**src/rtl/download_fw_parser_pkg.sv**
```systemverilog
// MSX: shared types and constants for the MSX firmware container parser.
package MSX;
    localparam logic [23:0] FW_MAGIC = 24'h4D5358;
    localparam int FW_HDR_LEN = 16;

    typedef struct packed {
        logic        valid;
        logic [7:0]  fw_type;
        logic [15:0] block_count;
        logic [27:0] store_address;
    } fw_slot_t;

    typedef enum logic [1:0] {
        ERR_BAD_MAGIC,
        ERR_BAD_ID,
        ERR_DUP_ID,
        ERR_OVERFLOW
    } fw_err_t;
endpackage

```
**src/rtl/download_fw_parser_hdr_reader.sv**
```systemverilog
// fw_hdr_reader: issues N consecutive single-byte DDR3 reads and strobes each returned byte with its index.
module fw_hdr_reader #(
    parameter int N = 8,
    localparam int IW = $clog2(N)
) (
    input  logic          clk,
    input  logic          reset,
    input  logic          abort,
    input  logic          start,
    input  logic          stop,
    input  logic          ready,
    output logic          rd,
    output logic          strobe,
    output logic [IW-1:0] idx
);
    logic pend;

    // Data is valid once the request has been taken and the port reports ready again.
    assign strobe = pend & ~rd & ready;

    always_ff @(posedge clk) begin
        if (reset || abort) begin
            rd   <= 1'b0;
            pend <= 1'b0;
            idx  <= '0;
        end else if (start) begin
            rd   <= 1'b1;
            pend <= 1'b1;
            idx  <= '0;
        end else if (rd) begin
            if (ready) rd <= 1'b0;
        end else if (strobe) begin
            if (stop || idx == IW'(N - 1)) begin
                pend <= 1'b0;
            end else begin
                idx <= idx + 1'b1;
                rd  <= 1'b1;
            end
        end
    end
endmodule

```
**src/rtl/download_fw_parser.sv**
```systemverilog
// download_fw_parser: walks a downloaded MSX firmware image in DDR3 and builds a per-slot table.
module download_fw_parser
    import MSX::*;
#(
    parameter int          MAX_FW_ROM  = 16,
    parameter logic [27:0] BASE_ADDR   = 28'h500000,
    parameter logic [5:0]  FW_INDEX    = 6'd2,
    parameter int          BLOCK_SHIFT = 14,
    parameter int          HDR_LEN     = FW_HDR_LEN
) (
    input  logic                            clk,
    input  logic                            reset,
    input  logic                            ioctl_download,
    input  logic [15:0]                     ioctl_index,
    input  logic [26:0]                     ioctl_addr,
    input  logic                            ddr3_ready,
    input  logic [7:0]                      ddr3_dout,
    output logic [27:0]                     ddr3_addr,
    output logic                            ddr3_rd,
    output logic                            ddr3_request,
    input  logic                            update_ack,
    output logic                            update_request,
    output fw_slot_t [MAX_FW_ROM-1:0]       fw_store,
    output logic [7:0]                      entry_count,
    output logic [3:0]                      err_flags,
    output logic                            busy
);
    localparam int SW = $clog2(MAX_FW_ROM);

    typedef enum logic [2:0] {IDLE, CLEAN, HDR_REQ, HDR_WAIT, COMMIT, NOTIFY} state_t;

    state_t        state, state_nx;
    logic          dl_prev, start, abort, hdr_over, rd_start, strobe, bad_magic, hdr_done;
    logic          entry_over, id_bad, unused;
    logic [2:0]    hdr_byte;
    logic [7:0]    hdr_id, hdr_type, magic_byte;
    logic [15:0]   hdr_blk;
    logic [27:0]   offset, image_size;
    logic [39:0]   eoe;
    logic [SW-1:0] clean_idx, slot;

    assign unused     = &{1'b0, ioctl_index[15:6]};
    assign abort      = ioctl_download && state != IDLE;
    assign start      = state == IDLE && dl_prev && !ioctl_download && ioctl_index[5:0] == FW_INDEX;
    assign hdr_over   = {1'b0, offset} + 29'(HDR_LEN) > {1'b0, image_size};
    assign rd_start   = state == HDR_REQ && !hdr_over && ddr3_ready && !ddr3_rd;
    assign magic_byte = hdr_byte[1:0] == 2'd0 ? FW_MAGIC[23:16] : hdr_byte[1:0] == 2'd1 ? FW_MAGIC[15:8] : FW_MAGIC[7:0];
    assign bad_magic  = state == HDR_WAIT && strobe && hdr_byte < 3'd3 && ddr3_dout != magic_byte;
    assign hdr_done   = state == HDR_WAIT && strobe && hdr_byte == 3'd7;
    // 40-bit so a 16-bit block count shifted by BLOCK_SHIFT cannot wrap before the bounds check.
    assign eoe        = 40'(offset) + 40'(HDR_LEN) + (40'(hdr_blk) << BLOCK_SHIFT);
    assign entry_over = eoe > 40'(image_size);
    assign id_bad     = {1'b0, hdr_id} >= 9'(MAX_FW_ROM);
    assign slot       = hdr_id[SW-1:0];

    assign ddr3_addr      = BASE_ADDR + offset + 28'(hdr_byte);
    assign busy           = state inside {CLEAN, HDR_REQ, HDR_WAIT, COMMIT};
    assign ddr3_request   = busy;
    assign update_request = state == NOTIFY;

    fw_hdr_reader #(.N(8)) u_reader (
        .clk    (clk),
        .reset  (reset),
        .abort  (abort),
        .start  (rd_start),
        .stop   (bad_magic),
        .ready  (ddr3_ready),
        .rd     (ddr3_rd),
        .strobe (strobe),
        .idx    (hdr_byte)
    );

    always_ff @(posedge clk) begin
        if (reset) state <= IDLE;
        else       state <= state_nx;
    end

    always_comb begin
        state_nx = state;
        unique case (state)
            IDLE:     if (start) state_nx = CLEAN;
            CLEAN:    if (clean_idx == SW'(MAX_FW_ROM - 1)) state_nx = HDR_REQ;
            HDR_REQ:  state_nx = hdr_over ? NOTIFY : rd_start ? HDR_WAIT : HDR_REQ;
            HDR_WAIT: state_nx = bad_magic ? NOTIFY : hdr_done ? COMMIT : HDR_WAIT;
            COMMIT:   state_nx = entry_over ? NOTIFY : HDR_REQ;
            NOTIFY:   if (update_ack) state_nx = IDLE;
            default:  state_nx = IDLE;
        endcase
        if (abort) state_nx = IDLE;
    end

    always_ff @(posedge clk) begin
        if (reset) begin
            dl_prev     <= 1'b0;
            offset      <= '0;
            image_size  <= '0;
            clean_idx   <= '0;
            hdr_id      <= '0;
            hdr_type    <= '0;
            hdr_blk     <= '0;
            entry_count <= '0;
            err_flags   <= '0;
            fw_store    <= '0;
        end else begin
            dl_prev <= ioctl_download;
            if (start) begin
                offset      <= '0;
                image_size  <= {1'b0, ioctl_addr} + 28'd1;
                clean_idx   <= '0;
                entry_count <= '0;
                err_flags   <= '0;
            end
            if (!abort && state == CLEAN) begin
                fw_store[clean_idx] <= '0;
                clean_idx           <= clean_idx + 1'b1;
            end
            if (bad_magic) err_flags[ERR_BAD_MAGIC] <= 1'b1;
            if (!abort && state == HDR_WAIT && strobe) begin
                if (hdr_byte == 3'd4) hdr_id <= ddr3_dout;
                if (hdr_byte == 3'd5) hdr_type <= ddr3_dout;
                if (hdr_byte == 3'd6) hdr_blk[7:0] <= ddr3_dout;
                if (hdr_byte == 3'd7) hdr_blk[15:8] <= ddr3_dout;
            end
            if (!abort && state == COMMIT) begin
                if (entry_over) begin
                    err_flags[ERR_OVERFLOW] <= 1'b1;
                end else begin
                    offset <= eoe[27:0];
                    if (id_bad) begin
                        err_flags[ERR_BAD_ID] <= 1'b1;
                    end else begin
                        if (fw_store[slot].valid) err_flags[ERR_DUP_ID] <= 1'b1;
                        fw_store[slot] <= '{valid: 1'b1, fw_type: hdr_type, block_count: hdr_blk,
                                            store_address: BASE_ADDR + offset + 28'(HDR_LEN)};
                        entry_count    <= entry_count + 8'(entry_count != 8'hFF);
                    end
                end
            end
        end
    end
endmodule

```
**config.mk**
```make
export PLATFORM = sky130hd
export DESIGN_NAME = download_fw_parser
export DESIGN_NICKNAME = d
export VERILOG_FILES = /design/src/rtl/download_fw_parser_pkg.sv /design/src/rtl/download_fw_parser_hdr_reader.sv /design/src/rtl/download_fw_parser.sv
export SDC_FILE = /design/constraint.sdc
export NUM_CORES = 2
export LEC_CHECK = 0
export CORE_AREA = 2 2 373 375
export DETAILED_ROUTE_END_ITERATION = 8
export DIE_AREA = 0 0 375 377
export GPL_ROUTABILITY_DRIVEN = 0
export PLACE_DENSITY_LB_ADDON = 0.15
export SETUP_SLACK_MARGIN = 0.05
export SYNTH_ARGS = -nofsm -noshare
export SYNTH_HDL_FRONTEND = slang
export SYNTH_HIERARCHICAL = 1
export SYNTH_SLANG_ARGS = --single-unit
```
**constraint.sdc**
```tcl
create_clock -name clk -period 4.7 [get_ports clk]
set_clock_uncertainty 0.2 [all_clocks]
set_input_delay 0.94 -clock clk [delete_from_list [all_inputs] [get_ports clk]]
set_output_delay 0.94 -clock clk [all_outputs]
set_load 0.005 [all_outputs]
```
### Word-level counts from Yosys, hierarchy flattened

Cells that the tools add are included.

* flip-flop bits (word level): 961
* word-level logic and storage cells: 210

* $add $sub $neg: 10
* order comparisons: 8
* equal/unequal tests: 18
* muxes and demuxes: 49
* bitwise gates (word level): 6
* reduce and logical (&&, ||, !) cells: 40

Operators with widths (count)
* 2-to-1 mux 848 bit: 5
* bitwise AND 848 bit: 1
* bitwise mux 848 bit: 1
* inverter 848 bit: 1
* demux 53 bit (select 4 bit): 2
* binary-select mux 53 bit (select 4 bit): 1
* 2-to-1 mux 53 bit: 3
* 2-to-1 mux 28 bit: 3
* adder 28 x 5 -> 29 bit (second input constant): 2
* 2-to-1 mux 8 bit: 4
* adder 29 x 30 -> 31 bit: 1
* > comparator 31 x 28 -> 1 bit: 1
* > comparator 29 x 28 -> 1 bit: 1
* adder 23 x 28 -> 28 bit (first input constant): 1
* adder 27 x 1 -> 28 bit (second input constant): 1
* adder 28 x 3 -> 28 bit: 1
* adder 28 x 5 -> 28 bit (second input constant): 1
* 2-to-1 mux 3 bit: 8
* equality test 3 bit (second input constant): 6
* one-hot mux 3 bit (6 select lines): 1
* logical AND 1 bit: 17
* 2-to-1 mux 4 bit: 4
* 2-to-1 mux 1 bit: 15
* < comparator 4 x 5 -> 1 bit (second input constant): 2
* 29 further kinds: 48

### Longest topological paths before layout

* depth after elaboration: 12
* mapped depth: 20

### Cells and area by module

The synthesis kept the hierarchy.

By module, submodules not included
* download_fw_parser: times used 1, cells each 4103, area each 38041.5 sq um, seq. area each 19138.4 sq um
* fw_hdr_reader: times used 1, cells each 26, area each 267.8 sq um, seq. area each 100.1 sq um

### Worst setup path after synthesis

OpenSTA, ideal clock, no wires.

* kind: reg-to-reg
* start: reg offset[15]
* end: reg fw_store[393] in the netlist's numbering
* arrival time: 4147 ps
* required time: 4373 ps
* slack: 225 ps
* stages on the path, launching flop included: 21
* path buffers: 4
* cell sequence: dfxtp_1 > ha_1 > nand4_1 > nor4_1 > a211oi_2 > o21bai_1 > a2111oi_0 > a41oi_1 > nand3_1 > ha_1 > or3_1 > a211oi_1 > nand2_1 > o311ai_1 > o221ai_4 > buf_6 > buf_6 > buf_4 > buf_2 > o211ai_1 > o21ai_1

* cells in the longest elaborated chain, start to end: 6

RTL lines
* start: declaration: RTL line download_fw_parser.sv:38 `logic [27:0] offset, image_size;`
* start signal: assignment: RTL line download_fw_parser.sv:128 `offset <= eoe[27:0];`
* branches (longest 4 deep; another with adder 29 x 30 -> 31 bit)
* 2-to-1 mux 848 bit (*): RTL line download_fw_parser.sv:125 `if (entry_over) begin`
* 2-to-1 mux 848 bit (*): RTL line download_fw_parser.sv:124 `if (!abort && state == COMMIT) begin`
* end signal: indexed assignment: RTL line download_fw_parser.sv:133 `fw_store[slot] <= '{valid: 1'b1, fw_type: hdr_type, block_count: hdr_blk,`
* end: declaration: RTL line download_fw_parser.sv:23 `output fw_slot_t [MAX_FW_ROM-1:0] fw_store,`

Mark *: on every way between the ends.
A chain may end at the register's enable or synchronous reset.

### Worst setup path in the final report

* start: reg offset[15]
* end: reg fw_store[699] in the netlist's numbering

* cells in the longest elaborated chain, start to end: 5

RTL lines
* adder 28 x 5 -> 29 bit: RTL line download_fw_parser.sv:51 `assign eoe = 40'(offset) + 40'(HDR_LEN) + (40'(hdr_blk) << BLOCK_SHIFT);`
* adder 29 x 30 -> 31 bit: RTL line download_fw_parser.sv:51
* > comparator 31 x 28 -> 1 bit: RTL line download_fw_parser.sv:52 `assign entry_over = eoe > 40'(image_size);`
* 2-to-1 mux 848 bit: RTL line download_fw_parser.sv:125
* 2-to-1 mux 848 bit: RTL line download_fw_parser.sv:124

No other way between the ends.

==> results.cfg <==
[power_and_ir_drop]
leakage_nw = 19.0
powerDensity_mw_per_mm2 = 311
ir_worst_vdd_v = 0.000314

[final_layout]
mostFrequentLayoutCells = dfxtp_1 (951), clkdlybuf4s50_1 (935), o211ai_1 (821)
drive_gt1_share_pct = 13.1
layout.nets = 5118
n_fill_cell = 13500
mostFrequentLayoutCell = dfxtp_1
syn2layout_area_growth_pct = 45.8

[setup_path]
critPathArrivalTime_ps = 5050
reg2reg_depth = 20
r2r_slack_ps = 100
critical_path_class = flop to flop
endpoint_kind = flop
cp.required_ps = 5150
crit_start = offset[15]
start_kind = flop
reg2reg_to = fw_store[699]
rr_startpoint = offset[15]
crit_fanout = 30

[cts]
clk_latency_ps = 730
clockBufferDepth = 3
clock_sinks = 961
path_clk_slew_ps = 60
cts_tree = done
clockRootBuffer = clkbuf_16
numCtsBuffers = 109
htree_levels = 3

[timing]
fin_crit_sh_pct = 97.9
maxSlewViolCount = 0
setup_violations = 0
tightestPinTransition_ps = 1260
period_needed_ps = 4600
rsz0062_at_grt = true
fin_ws_ps = 101
hold_violations = 0
setup_tns_ps = 0
max_freq_ghz = 0.217
maxSlewHeadroom_pct = 15.7

[route]
wirelength_um = 212000
drt_pre_antenna_iters = 5
route.detailed.drc = 0
via_per_inst = 5.53
drt_iter0_markers = 3349
ant_nets = 0
vias = 38000
wl_per_cell_um = 30.8

[synth]
ys_warn_count = 6
synth_top_family_by_area = compound AO/OA/AOI/OAI gates
synth_compound_area_share_pct = 30.2
synth_cell_type_count = 78
avgSynthCellArea_sq_um = 9.28
synth-edff-count = 0
synth-xor-area-share_pct = 2.24
ys_async_sr_fraction_pct = 0
synth-seq-cells = 961
synthMuxAreaShare_pct = 1.47
yosys.area_share.simple_pct = 7.70
synth_fa_ha_area_share_pct = 2.37
synth_area_sq_mm = 0.0383
yosysTopAreaCell = dfxtp_1
ys_seq_area_share_pct = 50.2
synth.area.top_cells = dfxtp_1 (50%), o211ai_1 (16%), o21ai_1 (5.6%)
syn_inst = 4129
synth_ff_type = dfxtp_1
syn-num-nets = 4257
synth_top_area_share_pct = 50.2

[global_routing]
grt_remaining_overflow = 0
grt_max_degree = 122
grt_antenna_before_repair = 17
grt_pass1_wl_um = 279000
grt_pass1_vias = 34700
grt_usage_pct = 27.4

[floorplanning]
die_h_um = 377
core.rowCount = 136
io_pins = 948
core_area_sq_mm = 0.137
initial_core_util_pct = 28.0
die_w_um = 375
die_area_sq_mm = 0.141

[place]
port_buffers = 937
place_ws_ps = -170
hpwlAfterDp_um = 137000

[hold_path]
holdPathEnd = image_size[2]
holdCritPathClass = flop to flop
worstHoldStart = image_size[2]
holdPathStages = 2

[outcome]
status = finished clean

[job]
max_cap_violations = 0
synthesized netlist by cell type (18+ instances only):
| cell | number |
|---|---|
| nand4_1 | 23 |
| and3_1 | 34 |
| a21oi_1 | 100 |
| nor2_1 | 114 |
| inv_1 | 55 |
| buf_2 | 153 |
| dfxtp_1 | 961 |
| or2_1 | 18 |
| mux2i_1 | 45 |
| o211ai_1 | 821 |
| ha_1 | 71 |
| o21ai_0 | 419 |
| nand2b_1 | 58 |
| nand2_1 | 163 |
| nand3_1 | 42 |
| nor3_1 | 18 |
| o21ai_1 | 425 |
| xor2_1 | 31 |
| and2_1 | 20 |
| clkbuf_1 | 314 |
| xnor2_1 | 67 |
layout make-up:
cell class,count,area [sq um],area share [%]
sequential,961,19300,34.5
multi-input combinational,2637,17700,31.6
timing repair buffer,1225,12700,22.8
clock buffer,168,3230,5.78
tap,1794,2240,4.02
clock inverter,30,492,0.881
inverter,56,210,0.376
antenna,6,15.0,0.0269
per-stage QoR:
stage                     area (sq um)  total power [mW]  hold WS (ps)  cells  utilization [%]
after floorplan                  38300              8.47           232   4129                -
after global placement           50700              8.66           245   6633             37.0
after detailed placement         50700              8.66           246   6633             37.0
after CTS                        54400              17.5           252   6831             39.7
after global routing             55800              17.8           265   6874             40.8
final                            55800              17.4           250   6877             40.8
worst max-delay path: stages, from the launching register on:
cell	delay, ps
dfxtp_2	340
ha_4	260
a211oi_4	300
buf_4	160
nor3b_1	50
a211oi_2	220
buf_4	180
o21bai_1	80
a21oi_2	200
xnor2_2	170
ha_1	290
or2_4	250
a21o_1	180
a21o_1	200
o311ai_4	110
o221ai_4	210
buf_6	190
buf_12	150
or2_2	360
buf_12	180
o21ai_0	200
state kept, by name (all words and copies together) (netlist names), 4 cells and up:
signal,cells
fw_store,848
hdr_blk,16
hdr_type,8
image_size,28
err_flags,4
hdr_id,8
offset,28
clean_idx,4
entry_count,8
repair_timing:
action,CTS,global route
buffers inserted,0,8
resized for setup,19,258
pin swaps,1,82
hold buffers,0,0
gates cloned,0,32
setup endpoints to repair,850,864
where the power goes:
part,switching [mW],internal (mW)
Combinational,0.252,0.0847
Sequential,0.000389,8.15
Clock,3.71,5.18
Total,3.96,13.4
cells by family after synthesis:
logic type / Yosys count
DFF: 961
xor gates and xnor gates: 98
AOI/OAI and AO/OA: 1842
adders and majority gates: 72
muxes: 50
and+or+nand+nor: 573
buffers and inverters: 533
per-layer routing:
layer / wire, um / vias to the layer above / track usage, % / part of all wire, %
li1: - / 17100 / - / -
met1: 88600 / 19000 / 34.9 / 42
met2: 96900 / 1676 / 44.1 / 46
met3: 16000 / 359 / 6.04 / 7.6
met4: 10400 / 0 / 12.4 / 4.9
met5: 0 / - / 0 / 0
how the worst max path moves through the flow:
stage / slack, ps / endpoint
global placement: -130 / fw_store[660]
CTS: 50 / fw_store[838]
global route: -60 / fw_store[838]
floorplan: 230 / fw_store[393]
finish: 100 / fw_store[699]
detailed placement: -170 / fw_store[687]
Power figures use the tool's default switching activity.
